==> src/rtl/noc_pkg.sv <==
// Shared types and constants for the tree NoC merge path.
package noc_pkg;

  // Flit layout: [8:5] address, [4:0] payload.
  localparam int unsigned FLIT_W  = 9;
  localparam int unsigned ADDR_HI = 8;
  localparam int unsigned ADDR_LO = 5;

  typedef logic [FLIT_W-1:0] flit_t;

  // FIFO entry: flit plus the input it came from.
  typedef struct packed {
    logic  sel;
    flit_t data;
  } tagged_flit_t;

endpackage

==> src/rtl/noc_rr_arb2.sv <==
// Two-way round-robin arbiter. Purely combinational; the last-grant state
// lives in the caller so that it only advances on an accepted push.
module noc_rr_arb2 (
  input  logic [1:0] req_i,
  input  logic       last_grant_i,
  output logic       gnt_valid_o,
  output logic       gnt_idx_o
);

  // Grant the lone requester, or the one that did not win last time.
  always_comb begin
    gnt_valid_o = 1'b0;
    gnt_idx_o   = 1'b0;
    unique case (req_i)
      2'b01: begin
        gnt_valid_o = 1'b1;
        gnt_idx_o   = 1'b0;
      end
      2'b10: begin
        gnt_valid_o = 1'b1;
        gnt_idx_o   = 1'b1;
      end
      2'b11: begin
        gnt_valid_o = 1'b1;
        gnt_idx_o   = ~last_grant_i;
      end
      default: begin
        gnt_valid_o = 1'b0;
        gnt_idx_o   = 1'b0;
      end
    endcase
  end

endmodule

==> src/rtl/noc_merge2.sv <==
// 2-to-1 merge for the tree NoC: round-robin arbitration between two
// valid/ready inputs into a small output FIFO. Each buffered flit carries
// a source tag (0 = in0, 1 = in1).
// Optional build macro NOC_MERGE_STATS_EN adds saturating per-input grant
// counters; the datapath is identical with or without it.
module noc_merge2
  import noc_pkg::*;
#(
  parameter int unsigned DEPTH = 2
`ifdef NOC_MERGE_STATS_EN
  ,
  parameter int unsigned CNT_W = 16
`endif
) (
  input  logic              clk_i,
  input  logic              rst_ni,
  input  logic              in0_valid_i,
  input  logic [FLIT_W-1:0] in0_data_i,
  output logic              in0_ready_o,
  input  logic              in1_valid_i,
  input  logic [FLIT_W-1:0] in1_data_i,
  output logic              in1_ready_o,
  output logic              out_valid_o,
  output logic [FLIT_W-1:0] out_data_o,
  output logic              out_sel_o,
  input  logic              out_ready_i
`ifdef NOC_MERGE_STATS_EN
  ,
  output logic [CNT_W-1:0]  grant_cnt0_o,
  output logic [CNT_W-1:0]  grant_cnt1_o
`endif
);

  localparam int unsigned PtrW    = $clog2(DEPTH);
  localparam int unsigned CntBits = $clog2(DEPTH) + 1;

  localparam logic [PtrW-1:0]    PtrOne  = PtrW'(1);
  localparam logic [CntBits-1:0] CntOne  = CntBits'(1);
  localparam logic [CntBits-1:0] CntFull = CntBits'(DEPTH);

  tagged_flit_t       mem_q [DEPTH];
  logic [PtrW-1:0]    wr_ptr_q, wr_ptr_d;
  logic [PtrW-1:0]    rd_ptr_q, rd_ptr_d;
  logic [CntBits-1:0] count_q, count_d;
  logic               last_grant_q, last_grant_d;

  logic         gnt_valid;
  logic         gnt_idx;
  logic         full;
  logic         pop;
  logic         push_ok;
  logic         push;
  tagged_flit_t head;
  tagged_flit_t wr_entry;

  noc_rr_arb2 u_arb (
    .req_i        ({in1_valid_i, in0_valid_i}),
    .last_grant_i (last_grant_q),
    .gnt_valid_o  (gnt_valid),
    .gnt_idx_o    (gnt_idx)
  );

  // Handshake decode; a full FIFO still accepts when the head leaves this cycle.
  always_comb begin
    full        = (count_q == CntFull);
    out_valid_o = (count_q != '0);
    pop         = out_valid_o && out_ready_i;
    push_ok     = !full || pop;
    push        = gnt_valid && push_ok;
    // No acceptance while held in reset.
    in0_ready_o = rst_ni && push_ok && gnt_valid && !gnt_idx;
    in1_ready_o = rst_ni && push_ok && gnt_valid && gnt_idx;
  end

  // Entry written on push: winning input's flit tagged with its index.
  always_comb begin
    wr_entry.sel  = gnt_idx;
    wr_entry.data = gnt_idx ? in1_data_i : in0_data_i;
  end

  // Head of the FIFO drives the output straight from storage.
  always_comb begin
    head       = mem_q[rd_ptr_q];
    out_data_o = head.data;
    out_sel_o  = head.sel;
  end

  // Pointer, occupancy and arbitration-history next state.
  always_comb begin
    wr_ptr_d     = wr_ptr_q;
    rd_ptr_d     = rd_ptr_q;
    count_d      = count_q;
    last_grant_d = last_grant_q;
    if (push) begin
      wr_ptr_d     = wr_ptr_q + PtrOne;
      last_grant_d = gnt_idx;
    end
    if (pop) begin
      rd_ptr_d = rd_ptr_q + PtrOne;
    end
    unique case ({push, pop})
      2'b10:   count_d = count_q + CntOne;
      2'b01:   count_d = count_q - CntOne;
      default: count_d = count_q;
    endcase
  end

  // Control state; last_grant resets to 1 so in0 wins the first contention.
  always_ff @(posedge clk_i or negedge rst_ni) begin
    if (!rst_ni) begin
      wr_ptr_q     <= '0;
      rd_ptr_q     <= '0;
      count_q      <= '0;
      last_grant_q <= 1'b1;
    end else begin
      wr_ptr_q     <= wr_ptr_d;
      rd_ptr_q     <= rd_ptr_d;
      count_q      <= count_d;
      last_grant_q <= last_grant_d;
    end
  end

  // FIFO storage; cleared on reset so the idle head reads as zero.
  always_ff @(posedge clk_i or negedge rst_ni) begin
    if (!rst_ni) begin
      for (int i = 0; i < DEPTH; i++) begin
        mem_q[i] <= '0;
      end
    end else if (push) begin
      mem_q[wr_ptr_q] <= wr_entry;
    end
  end

`ifdef NOC_MERGE_STATS_EN
  localparam logic [CNT_W-1:0] StatOne = CNT_W'(1);

  logic [CNT_W-1:0] grant_cnt0_q, grant_cnt0_d;
  logic [CNT_W-1:0] grant_cnt1_q, grant_cnt1_d;

  // Saturating per-input push counters.
  always_comb begin
    grant_cnt0_d = grant_cnt0_q;
    grant_cnt1_d = grant_cnt1_q;
    if (push && !gnt_idx && (grant_cnt0_q != '1)) begin
      grant_cnt0_d = grant_cnt0_q + StatOne;
    end
    if (push && gnt_idx && (grant_cnt1_q != '1)) begin
      grant_cnt1_d = grant_cnt1_q + StatOne;
    end
  end

  // Counter registers.
  always_ff @(posedge clk_i or negedge rst_ni) begin
    if (!rst_ni) begin
      grant_cnt0_q <= '0;
      grant_cnt1_q <= '0;
    end else begin
      grant_cnt0_q <= grant_cnt0_d;
      grant_cnt1_q <= grant_cnt1_d;
    end
  end

  assign grant_cnt0_o = grant_cnt0_q;
  assign grant_cnt1_o = grant_cnt1_q;
`endif

endmodule

==> config.mk <==
export PLATFORM = sky130hd
export DESIGN_NAME = noc_merge2
export DESIGN_NICKNAME = d
export VERILOG_FILES = /design/src/rtl/noc_pkg.sv /design/src/rtl/noc_rr_arb2.sv /design/src/rtl/noc_merge2.sv
export SDC_FILE = /design/constraint.sdc
export NUM_CORES = 1
export LEC_CHECK = 0
export BUFFER_PORTS_ARGS = -buffer_cell sky130_fd_sc_hd__buf_2
export CORE_ASPECT_RATIO = 0.7
export CORE_MARGIN = 2
export CORE_UTILIZATION = 35
export CTS_BUF_LIST = sky130_fd_sc_hd__clkbuf_4
export CTS_CLUSTER_DIAMETER = 80
export CTS_CLUSTER_SIZE = 14
export DETAILED_ROUTE_END_ITERATION = 10
export GPL_ROUTABILITY_DRIVEN = 1
export SLEW_MARGIN = 20
export SYNTH_ARGS = -nofsm -noshare
export SYNTH_HDL_FRONTEND = slang
export SYNTH_SLANG_ARGS = --single-unit
==> constraint.sdc <==
create_clock -name clk_i -period 2.1 [get_ports clk_i]
set_input_delay 0.21 -clock clk_i [delete_from_list [all_inputs] [get_ports clk_i]]
set_output_delay 0.21 -clock clk_i [all_outputs]
set_load 0.01 [all_outputs]
==> reports/metrics.yaml, run 1 <==
status: "completed"
peakVddDrop_mv: 0.556
cts.repair.resized: 0
cp_max_fo: 4
met1_length_um: 1220
sw_frac_of_total_pct: 33.9
critPathLaunchType: "flip-flop"
fin_skew_ns: 0.00440
drt_wl_total_um: 2450
max_cap_violations: 0
io_pins: 36
die_h_um: 55.2
path_class: "flip-flop to output port"
tns_ns: 0
fin_area_mm2: 0.00157
clock_path_buffers: 2
dr.max_layer_used: "met4"
final.setup.worst_slack_ns: 0.190
timing.hold.ws_ns: 0.218
critical_path_buf_inv_count: 1
rr_worst_depth: 6
fmax_mhz: 523
grt_setup_unrepaired: "false"
power.density_mw_per_mm2: 1430
first_global_vias: 897
clock-sinks: 25
drt-pass1-iter-count: 3
cts_tree: "done"
relSlewSlack_pct: 49.3
max_stage_delay_ns: 0.47
die_area_mm2: 0.00426
synth_fp_nets: 110
cts_inserted_buffers: 3
pwr-share-comb_pct: 49.3
cts_root_buf: "clkbuf_4"
fin_crit_ns: 1.91
gr-total-overflow: 0
crit_family: "simple AND/OR/NAND/NOR gates"
path_cells: "nor3b_4, nor2_1, and3_2, buf_2"
antenna_found_initial: 0
synthTopCellsByArea: "dfrtp_1 (46%), mux2_2 (26%), mux2_4 (11%)"
std_cell_rows: 18
hold_path_class: "input pin to async pin"
area_growth_pct: 19.9
regToRegSetupSlack_ns: 0.37
p_int_mw: 1.49
ys.flop_type: "dfrtp_1"
die_x_um: 77.2
cp_slowest_cell: "dfrtp_1"
synth_seq_cells: 25
grt_max_degree: 24
setup_viol: 0
power_frac_seq_pct: 41.1
final-max-slew-violation-count: 0
syn_area_mm2: 0.00131
path_depth: 4
clkLatencyLatePin_ns: 0.32
dr_wl_met2_um: 1090
reg2reg_to: "count_q[1]$_DFFE_PN0P_"
hpwl_um: 1780
syn_inst: 86
power_switching_uw: 765
p_leak_nw: 0.723
yosysUniqueCellTypes: 20
r2r-start: "count_q[0]$_DFFE_PN0P_"
arrival_ns: 1.70
yosysTopAreaCellShare_pct: 45.8
ys_seq_area_share_pct: 47.8
cts_setup_buffers: 0
avgSynthCellArea_um2: 15.2
tightest_slew_ns: 0.760
n_fill_cell: 343
synthArstFlopShare_pct: 100
synth_warnings: 0
layout-drive-gt1-share_pct: 70.2
wl_per_cell_um: 14.1
coreArea_mm2: 0.00356
routed-wl-met3_um: 114
pwr-share-clk_pct: 9.6
vias_per_cell: 4.61
register_area_um2: 627
drtAntennaViolNets: 0
multi_input_area_um2: 657
routed-via-count: 803
cts.reportedPaths.clkPinSlew_ns: 0.13
remaining_drc_errors: 0
hold_viol_final: 0
drt-initial-drc-count: 28
endpoint_kind: "output port"
diodes: 0
synth-edff-count: 0
place_ws_ns: 0.0987
finalCritPeriodShare_pct: 91.0
portBuffers: 35
start_util_pct: 36.8
place_congestion: 0.699
grtUsageTotal_pct: 12.1
fin_nets: 149
htreeDepth: 1
critPathRequiredTime_ns: 1.89
yosysTopAreaCell: "dfrtp_1"
grt_pass1_wl_um: 4020
place_area_mm2: 0.00153
[power groups by stage]
| stage | Clock [mW] | Combinational (mW) | Sequential (mW) |
|---|---|---|---|
| floorplan | 0 | 0.896 | 0.849 |
| detailed placement | 0 | 1.12 | 0.932 |
| global route | 0.251 | 1.20 | 0.957 |
| CTS | 0.231 | 1.12 | 0.928 |
| finish | 0.217 | 1.11 | 0.926 |
| global placement | 0 | 1.09 | 0.922 |
[worst reg2reg max path: stages, from the launching register on]
cell	delay [ns]
dfrtp_1	0.47
nor3b_4	0.37
nor2_1	0.16
inv_1	0.10
ha_1	0.25
nor2_1	0.14
xor2_1	0.16
[sequential cells by signal (all words and copies together), names as in the netlist]
name          cells
mem_q            20
count_q           2
rd_ptr_q          1
last_grant_q      1
wr_ptr_q          1
[cell type report]
cell class | count | area share [%]
multi-input cells | 57 | 41.8
flip-flops and latches | 25 | 39.9
repair buffers | 37 | 12.3
well taps | 50 | 3.98
clock buffers | 3 | 1.43
clock inverters | 1 | 0.477
inverters | 1 | 0.239
[placed cells by master (no fill, tap or decap)]
| cell type | n |
|---|---|
| buf_2 | 35 |
| mux2_2 | 30 |
| dfrtp_1 | 24 |
| mux2_4 | 10 |
| nor2_1 | 3 |
| xor2_1 | 3 |
| clkbuf_4 | 3 |
| nor3b_4 | 2 |
| xnor2_1 | 2 |
| or2_2 | 1 |
| and2_1 | 1 |
| a21boi_4 | 1 |
| and3_2 | 1 |
| nor4b_1 | 1 |
| inv_1 | 1 |
| nor3_4 | 1 |
| ha_1 | 1 |
| clkinvlp_4 | 1 |
| dlygate4sd3_1 | 1 |
| dfstp_2 | 1 |
| buf_4 | 1 |
[synthesized netlist by cell type, types with 2 or more instances]
| cell | instances |
|---|---|
| xnor2_1 | 2 |
| mux2_2 | 30 |
| dfrtp_1 | 24 |
| mux2_4 | 10 |
| nor2_1 | 3 |
| xor2_1 | 3 |
[worst max-delay path by stage]
stage | slack (ns) | start | end
2_1_floorplan | 0.52 | count_q[0]$_DFFE_PN0P_ | count_q[1]$_DFFE_PN0P_
3_3_place_gp | 0.18 | count_q[1]$_DFFE_PN0P_ | mem_q[2]$_DFFE_PN0P_
3_5_place_dp | 0.1 | count_q[1]$_DFFE_PN0P_ | mem_q[2]$_DFFE_PN0P_
4_1_cts | 0.09 | count_q[1]$_DFFE_PN0P_ | mem_q[0]$_DFFE_PN0P_
5_1_grt | 0.10 | count_q[0]$_DFFE_PN0P_ | in1_ready_o
6_report | 0.19 | count_q[0]$_DFFE_PN0P_ | in1_ready_o
[per-stage QoR]
step,power (mW),utilization (%),cells
finish,2.25,44.2,174
global route,2.41,44.2,174
CTS,2.28,44.0,174
detailed placement,2.05,42.9,169
global placement,2.01,42.9,169
floorplan,1.75,-,86
[cells by family after synthesis]
group / synth area share, %
compound gates: 1.43
xor+xnor: 3.34
fa+ha+maj: 0.954
buf+inv: 2.58
flops: 47.8
mux: 37.2
simple gates: 6.68
[metal layers]
metal  up-vias  GRT usage (%)
met4         0           3.57
li1        383              -
met5         -              0
met2        27           19.4
met1       389           15.9
met3         4           3.43
[timing repair]
item / 4_1_cts / 5_1_grt
setup endpoints to repair: 0 / 0
hold buffers: 1 / 0
hold endpoints to repair: 24 / 0
No activity file was read; power rests on OpenSTA's default activity.
==> inputs of run 2 (changes only) <==
--- a/config.mk
+++ b/config.mk
@@ -14,6 +14,7 @@
 export CTS_CLUSTER_SIZE = 14
 export DETAILED_ROUTE_END_ITERATION = 10
 export GPL_ROUTABILITY_DRIVEN = 1
+export RECOVER_POWER = 25
 export SLEW_MARGIN = 20
 export SYNTH_ARGS = -nofsm -noshare
 export SYNTH_HDL_FRONTEND = slang
==> run 2 against run 1 <==
Against the previous run: total power down 0.11%; wire length is essentially flat; clock power about the same; hold slack gained 0.033 ns; sequential share of layout area rose by 0.13 points; register-to-register slack hardly changed; core utilization fell by 0.14 points; setup slack is essentially flat; design area shrank 0.32%; die area unchanged; non-clock buffer count unchanged; critical endpoint unchanged; largest cell class unchanged; largest power group unchanged; highest routed layer unchanged.
==> reports/metrics.yaml, run 2 (synthesis gave the netlist of run 1 again) <==
status: "completed"
grtUsageTotal_pct: 12.1
regToRegSetupSlack_ns: 0.37
register_area_um2: 627
cp_slowest_cell: "dfrtp_1"
fin_cells: 174
largest_register_ffs: 20
place_ws_ns: 0.0987
path_cells: "nor3b_4, nor2_1, and3_2, buf_2"
fin_crit_ns: 1.91
fin_nets: 149
drtAntennaViolNets: 0
placed_cells: 169
fin_skew_ns: 0.00388
cts_root_buf: "clkbuf_4"
antenna_found_initial: 0
grt_max_degree: 24
biggestRegsByFlops: "mem_q: 20 flops, count_q: 2 flops"
cts.repair.resized: 0
tns_ns: 0
max_cap_violations: 0
power.density_mw_per_mm2: 1440
portBuffers: 35
remaining_drc_errors: 0
diodes: 0
tightest_slew_ns: 1.24
clock_path_buffers: 2
final-max-slew-violation-count: 0
max_stage_delay_ns: 0.47
endpoint_kind: "output port"
drt-pass1-iter-count: 4
critPathLaunchType: "flip-flop"
power_mw: 2.25
cts_tree: "done"
fmax_mhz: 523
cts.reportedPaths.clkPinSlew_ns: 0.13
grt_setup_unrepaired: "false"
place_area_mm2: 0.00153
gr-total-overflow: 0
routed-via-count: 803
multi_input_area_um2: 657
final_common_cell: "buf_2"
clkLatencyLatePin_ns: 0.32
std_cell_rows: 18
relSlewSlack_pct: 17.6
layout-drive-gt1-share_pct: 68.5
htreeDepth: 1
drt_wl_total_um: 2450
first_global_vias: 897
clock-sinks: 25
rr_worst_depth: 6
start_util_pct: 36.8
cp-startpoint: "count_q[0]$_DFFE_PN0P_"
final.setup.worst_slack_ns: 0.189
cts_setup_buffers: 0
hold_viol_final: 0
critPathRequiredTime_ns: 1.89
hold_buffers: 1
cts_inserted_buffers: 3
die_area_mm2: 0.00426
path_class: "flip-flop to output port"
largest_register: "mem_q"
hold_path_class: "input pin to async pin"
arrival_ns: 1.70
p_leak_nw: 0.717
die_x_um: 77.2
final_util_pct: 44.1
vias_per_cell: 4.61
cp-endpoint: "in1_ready_o"
reg2reg_to: "count_q[1]$_DFFE_PN0P_"
cp_max_fo: 4
fin_area_mm2: 0.00157
io_pins: 36
most-common-layout-cells: "buf_2 (34), mux2_2 (30), dfrtp_1 (24), mux2_4 (10)"
coreArea_mm2: 0.00356
r2r-start: "count_q[0]$_DFFE_PN0P_"
finalCritPeriodShare_pct: 91.0
peakVddDrop_mv: 0.556
hpwl_um: 1780
grt_pass1_wl_um: 4020
n_fill_cell: 344
setup_viol: 0
area_growth_pct: 19.6
place_congestion: 0.699
timing.hold.ws_ns: 0.251
wl_per_cell_um: 14.1
die_h_um: 55.2
drt-initial-drc-count: 23
-- run 2: cell count changes in the layout (fill, tap and decap cells not counted), sizes merged --
| cell | before | now |
|---|---|---|
| buf | 36 | 34 |
| clkbuf | 3 | 5 |
-- run 2: final cells by class --
type                            count  area share, %
Timing Repair Buffer               37           12.0
Multi-Input combinational cell     57           41.9
Clock buffer                        3           1.44
Clock inverter                      1          0.479
Sequential cell                    25           40.0
Tap cell                           50           3.99
Inverter                            1          0.239
-- run 2: routing by layer --
metal,up-vias,global-route usage [%],wire [µm],part of all wire (%)
li1,383,-,-,-
met1,387,15.9,1210,49
met2,29,19.4,1090,45
met3,4,3.43,116,4.7
met4,0,3.57,27,1.1
met5,-,0,0,0
-- run 2: worst min path at each step --
stage,endpoint,startpoint
after floorplan,count_q[0]$_DFFE_PN0P_,rst_ni
after global placement,count_q[0]$_DFFE_PN0P_,rst_ni
after detailed placement,count_q[0]$_DFFE_PN0P_,rst_ni
after CTS,count_q[0]$_DFFE_PN0P_,rst_ni
after global routing,mem_q[8]$_DFFE_PN0P_,in0_data_i[8]
final,count_q[0]$_DFFE_PN0P_,rst_ni
-- run 2: critical path, delay by kind of cell (launching register included) --
kind / cells / cell delay (ns)
buffers and inverters: 1 / 0.13
flip-flops: 1 / 0.47
AND/OR/NAND/NOR: 3 / 0.78
-- run 2: report_power, final --
group / internal, mW / switching (mW) / leakage (nW)
Sequential: 0.731 / 0.194 / 0.293
Clock: 0.0727 / 0.144 / 0.0139
Combinational: 0.683 / 0.425 / 0.411
Total: 1.49 / 0.764 / 0.717
